`config.mk`:
```
export PLATFORM = sky130hd
export DESIGN_NAME = random_sampler
export DESIGN_NICKNAME = d
export VERILOG_FILES = /design/src/rtl/random_sampler.sv
export SDC_FILE = /design/constraint.sdc
export NUM_CORES = 1
export LEC_CHECK = 0
export BUFFER_PORTS_ARGS = -buffer_cell sky130_fd_sc_hd__buf_4
export CORE_MARGIN = 1
export CORE_UTILIZATION = 50
export CTS_CLUSTER_SIZE = 20
export DETAILED_ROUTE_END_ITERATION = 10
export PLACE_DENSITY = 0.68
export SLEW_MARGIN = 40
export SYNTH_ARGS = -nofsm -noshare
export SYNTH_HDL_FRONTEND = slang
export SYNTH_SLANG_ARGS = --single-unit
```
`constraint.sdc`:
```
create_clock -name clk -period 2.62 [get_ports clk]
set_input_delay 0.524 -clock clk [delete_from_list [all_inputs] [get_ports clk]]
set_output_delay 0.524 -clock clk [all_outputs]
set_load 0.02 [all_outputs]
```
`src/rtl/random_sampler.sv`:
```
// Captures a free-running 4-bit code on debounced key presses, keeps a 4-deep history, drives a 4-digit 7-seg display.
// Latency: press pulse 1 cycle after debounced rise; state/capture on the press cycle; seg/an registered 1 cycle after digit index.
// No backpressure: cq is sampled on the capture edge; key bounce is absorbed by the debouncer.
module random_sampler #(
    parameter int DEB_CYCLES = 16,
    parameter int SCAN_DIV   = 4
) (
    input  logic       clk,
    input  logic       rst,
    input  logic [3:0] cq,
    input  logic       key,
    output logic [6:0] seg,
    output logic [3:0] an,
    output logic [3:0] latch_cnt,
    output logic       led_hit,
    output logic [1:0] state
);

    typedef enum logic [1:0] {
        IDLE = 2'b00,
        RUN  = 2'b01,
        HOLD = 2'b10
    } state_t;

    localparam logic [6:0] SEG_DASH = 7'b0111111;
    localparam logic [6:0] SEG_OFF  = 7'b1111111;

    state_t      st;
    logic [7:0]  deb_cnt;
    logic        deb;
    logic        deb_q;
    logic        press;
    logic [3:0]  h0, h1, h2, h3;
    logic [15:0] div;
    logic [1:0]  d;
    logic        started;
    logic [3:0]  digit_nib;
    logic        digit_dash;
    logic [6:0]  digit_seg;

    assign state = st;

    // Hex digit to active-low gfedcba segment pattern.
    function automatic logic [6:0] hex7(input logic [3:0] v);
        case (v)
            4'h0: hex7 = 7'b1000000;
            4'h1: hex7 = 7'b1111001;
            4'h2: hex7 = 7'b0100100;
            4'h3: hex7 = 7'b0110000;
            4'h4: hex7 = 7'b0011001;
            4'h5: hex7 = 7'b0010010;
            4'h6: hex7 = 7'b0000010;
            4'h7: hex7 = 7'b1111000;
            4'h8: hex7 = 7'b0000000;
            4'h9: hex7 = 7'b0010000;
            4'hA: hex7 = 7'b0001000;
            4'hB: hex7 = 7'b0000011;
            4'hC: hex7 = 7'b1000110;
            4'hD: hex7 = 7'b0100001;
            4'hE: hex7 = 7'b0000110;
            default: hex7 = 7'b0001110;
        endcase
    endfunction

    // Debounce: deb flips only after DEB_CYCLES consecutive cycles of disagreement with key.
    always_ff @(posedge clk) begin
        if (rst) begin
            deb     <= 1'b0;
            deb_cnt <= 8'd0;
        end else if (key == deb) begin
            deb_cnt <= 8'd0;
        end else if (deb_cnt == 8'(DEB_CYCLES - 1)) begin
            deb     <= ~deb;
            deb_cnt <= 8'd0;
        end else begin
            deb_cnt <= deb_cnt + 8'd1;
        end
    end

    // Press: one-cycle pulse the cycle after the debounced level rises; falls are ignored.
    always_ff @(posedge clk) begin
        if (rst) begin
            deb_q <= 1'b0;
            press <= 1'b0;
        end else begin
            deb_q <= deb;
            press <= deb & ~deb_q;
        end
    end

    // Mode FSM with history capture on the RUN->HOLD press only.
    always_ff @(posedge clk) begin
        if (rst) begin
            st        <= IDLE;
            h0        <= 4'd0;
            h1        <= 4'd0;
            h2        <= 4'd0;
            h3        <= 4'd0;
            latch_cnt <= 4'd0;
            led_hit   <= 1'b0;
        end else begin
            case (st)
                IDLE: if (press) st <= RUN;
                RUN: begin
                    if (press) begin
                        st      <= HOLD;
                        h3      <= h2;
                        h2      <= h1;
                        h1      <= h0;
                        h0      <= cq;
                        led_hit <= (cq == h0);
                        if (latch_cnt != 4'd15) latch_cnt <= latch_cnt + 4'd1;
                    end
                end
                HOLD: if (press) st <= RUN;
                default: st <= IDLE;
            endcase
        end
    end

    // Scan divider: digit index advances each time the divider wraps.
    always_ff @(posedge clk) begin
        if (rst) begin
            div <= 16'd0;
            d   <= 2'd0;
        end else if (div == 16'(SCAN_DIV - 1)) begin
            div <= 16'd0;
            d   <= d + 2'd1;
        end else begin
            div <= div + 16'd1;
        end
    end

    // Select what the currently scanned digit should show for the current mode.
    always_comb begin
        digit_nib  = 4'd0;
        digit_dash = 1'b0;
        case (st)
            RUN: begin
                case (d)
                    2'd0: digit_nib = cq;
                    2'd1: digit_nib = h0;
                    2'd2: digit_nib = h1;
                    default: digit_nib = h2;
                endcase
            end
            HOLD: begin
                case (d)
                    2'd0: digit_nib = h0;
                    2'd1: digit_nib = h1;
                    2'd2: digit_nib = h2;
                    default: digit_nib = h3;
                endcase
            end
            default: digit_dash = 1'b1;
        endcase
        digit_seg = digit_dash ? SEG_DASH : hex7(digit_nib);
    end

    // Display registers: the first edge after reset only arms them, so the first update lands on the second edge.
    always_ff @(posedge clk) begin
        if (rst) begin
            started <= 1'b0;
            seg     <= SEG_OFF;
            an      <= 4'b1111;
        end else begin
            started <= 1'b1;
            if (started) begin
                an  <= ~(4'b0001 << d);
                seg <= digit_seg;
            end
        end
    end

endmodule
```
==> flow_metrics.tcl <==
set metrics [dict create \
    outcome "completed" \
    syn_to_final_growth_pct 14.5 \
    hold_viol 0 \
    synth_edf_count 0 \
    path_buf_inv 2 \
    maxCapViolCount 0 \
    whs_path_depth 1 \
    clk_pin_slew_ps 70 \
    cp-start-kind "flip-flop" \
    dp_slack_ps 90.0 \
    leakagePower_nw 1.32 \
    reg.largest.list "div: 16 flops, deb_cnt: 8 flops, seg: 7 flops" \
    hp-start "deb_q$_SDFF_PP0_" \
    fin_ws_ps 167 \
    detail-route-antenna-nets 0 \
    post-route-period-util_pct 93.6 \
    top_register "div" \
    cp_cell_sequence "inv_2 -> ha_2 -> a22oi_1 -> a221oi_2 -> a31o_2 -> nand2_1 -> inv_1 -> ha_1 -> a2111o_1 -> a31o_1" \
    worst_path_max_delay_cell "dfxtp_1" \
    routabilityCongestion 0.918 \
    top_layer "met4" \
    worst_ep_required_time_ps 2850 \
    timing.rr.start "d[0]$_SDFFE_PP0P_" \
    layout-drive-gt1-share_pct 16.6 \
    synth_warnings 0 \
    grt_pass1_vias 2370 \
    antenna_cells 0 \
    first_pass_iters 4 \
    avgSynthCellArea_sq_um 8.54 \
    wl_mm 6.53 \
    cts_buffers 9 \
    clkLatencyLatePin_ps 330 \
    clockBufferDepth 2 \
    hpwlAfterDp_mm 4.49 \
    wl_met3_um 195 \
    max-slew-margin-rel_pct 55.0 \
    setup_violations 0 \
    utilization_pct 60.1 \
    wl_met2_mm 3.09 \
    largest_reg_flops 16 \
    cp.arrival_ps 2680 \
    hold-path-endpoint "press$_SDFF_PP0_" \
    gr-usage-all-layers_pct 21.5 \
    async_flop_share_pct 0 \
    drv_slew 0 \
    syn_nets 392 \
    fin_tns_setup_ps 0 \
    ys.flop_type "dfxtp_1" \
    worst-path-max-fanout 6 \
    ir_drop_v 0.000381 \
    yosys.cell_types.count 54 \
    grt_remaining_overflow 0 \
    synthesis.area_sq_um 3140 \
    reg2reg_depth 10 \
    synth_area_leaders "dfxtp_1 (41%), ha_1 (6.8%), nand2_1 (6.4%), a21oi_1 (4.9%), xor2_1 (4.2%)" \
    synthCells 368 \
    yosysTopAreaCellShare_pct 40.8 \
    core_region_area_sq_um 5990 \
    io_buffers 24 \
    htreeDepth 3 \
    timing.fmax_mhz 408 \
    routed_via_density 5.48 \
    synth-seq-cells 64 \
    finalCriticalPeriod_ps 2450 \
    io_pins 25 \
    drc 0 \
    grt_max_degree 35 \
    die_y_um 81.3 \
    num_vias 2590 \
    nets 419 \
    slowest_delay_ps 420 \
    clock-root-buffer "clkbuf_8" \
    rsz0062_at_grt "no" \
    reg2reg_slack_ps 170 \
    power_density_nw_per_um2 499 \
    drt_iter0_drc 127 \
    synth_largest_area_cell "dfxtp_1" \
    cpLargestDelayFamily "compound AO/OA/AOI/OAI gates" \
    chipWidth_um 81.3 \
    yosysSeqAreaShare_pct 40.8 \
    synthTopCellsByCount "dfxtp_1 (64), nand2_1 (54), nor2_1 (33)" \
    tightest_slew_ps 675 \
    cts_tree "built" \
    rows 28 \
    met1_length_mm 3.13 \
    antenna_found_initial 0 \
    crit_type "flip-flop to flip-flop" \
    clock-sinks 64 \
    initial_utilization_pct 52.5 \
    final.setup_skew_ps 7.07 \
    crit_path_end_kind "flip-flop" \
    die_area_sq_um 6610 \
    wl_per_cell_um 13.8 \
    hp-class "flip-flop to flip-flop" \
    r2r_end "seg[3]$_SDFFE_PP1P_" \
    grt_pass1_wl_mm 10.8 \
    synth_most_common_cell "dfxtp_1" \
]
per-layer routing:
layer  global-route usage, %  vias to the layer above
met5                       0                        -
met4                    6.96                        0
met3                    6.29                       11
met2                    34.9                       40
met1                    27.0                     1197
li1                        -                     1342
cells in the final DEF, fill, tap and decap left out, types with 2 or more instances in the layout:
master / synthesis / routed
mux2i_1: 4 / 4
or2b_1: 2 / 2
nand3_1: 9 / 9
xnor2_1: 10 / 10
nand4_1: 7 / 7
a2111o_1: 2 / 2
ha_1: 17 / 12
a21oi_2: 2 / 2
or2_2: 3 / 3
ha_2: 0 / 4
a31o_1: 2 / 2
buf_4: 1 / 30
a21oi_1: 31 / 31
and2_1: 3 / 3
nand2_1: 54 / 54
clkbuf_1: 10 / 3
and4_1: 2 / 2
nor2_2: 1 / 2
or3_1: 5 / 5
a221oi_2: 2 / 4
o21ai_0: 12 / 12
a31oi_1: 3 / 2
a22oi_1: 7 / 7
nor2b_1: 4 / 4
xor2_1: 15 / 15
a211o_1: 3 / 3
clkbuf_8: 0 / 10
inv_1: 18 / 17
nor3_1: 8 / 8
nor4_1: 3 / 3
and3_1: 5 / 5
dfxtp_1: 64 / 64
o31ai_1: 2 / 2
nor2_1: 33 / 32
worst register-to-register path, cell delays in order (launching register included):
cell      delay, ps
dfxtp_1         420
inv_2           100
ha_2            230
a22oi_1         230
a221oi_2        100
a31o_2          230
nand2_1         150
inv_1            90
ha_1            220
a2111o_1        370
a31o_1          210
per-stage QoR:
step                hold slack [ps]  cells  total power, mW  area [sq um]
global route                    402    473             1.88          3600
finish                          388    473             1.80          3600
floorplan                       367    368             1.08          3140
detailed placement              383    459             1.12          3400
CTS                             389    473             1.82          3550
global placement                386    459             1.11          3400
cells by family after synthesis:
kind of cell    Yosys count  synth area share [%]
compound gates           81                  18.1
xor+xnor                 25                  6.97
fa+ha+maj                17                  6.77
buf+inv                  33                  4.38
flops                    64                  40.8
mux                       4                  1.27
simple gates            144                  21.7
report_power, final:
part	total (mW)	switching [mW]	internal (mW)
registers	0.997	0.0100	0.987
logic	0.102	0.0610	0.0407
clock network	0.699	0.341	0.358
what timing repair did:
action | 4_1_cts | 5_1_grt
hold buffers | 0 | 0
setup buffers | 0 | 0
gates resized for setup | 0 | 13
endpoints found under the setup margin | 0 | 6
endpoints found under the hold margin | 0 | 0
area by class of cell:
| class | instances | area [sq um] |
|---|---|---|
| Timing Repair Buffer | 30 | 225 |
| Fill cell | 542 | 2390 |
| Multi-Input combinational cell | 271 | 1770 |
| Sequential cell | 64 | 1280 |
| Clock buffer | 13 | 149 |
| Tap cell | 75 | 93.8 |
| Clock inverter | 1 | 5.00 |
| Inverter | 19 | 71.3 |
how the worst max path moves through the flow:
stage	startpoint	endpoint	slack [ps]	cells after the start
floorplan	d[1]$_SDFFE_PP0P_	seg[3]$_SDFFE_PP1P_	250	9
global placement	d[0]$_SDFFE_PP0P_	seg[5]$_SDFFE_PP1P_	220	11
detailed placement	d[0]$_SDFFE_PP0P_	seg[5]$_SDFFE_PP1P_	90	11
CTS	d[0]$_SDFFE_PP0P_	seg[5]$_SDFFE_PP1P_	50	11
global route	d[0]$_SDFFE_PP0P_	seg[3]$_SDFFE_PP1P_	20	10
finish	d[0]$_SDFFE_PP0P_	seg[3]$_SDFFE_PP1P_	170	10
Note: power is estimated with default switching activity, not from simulation.
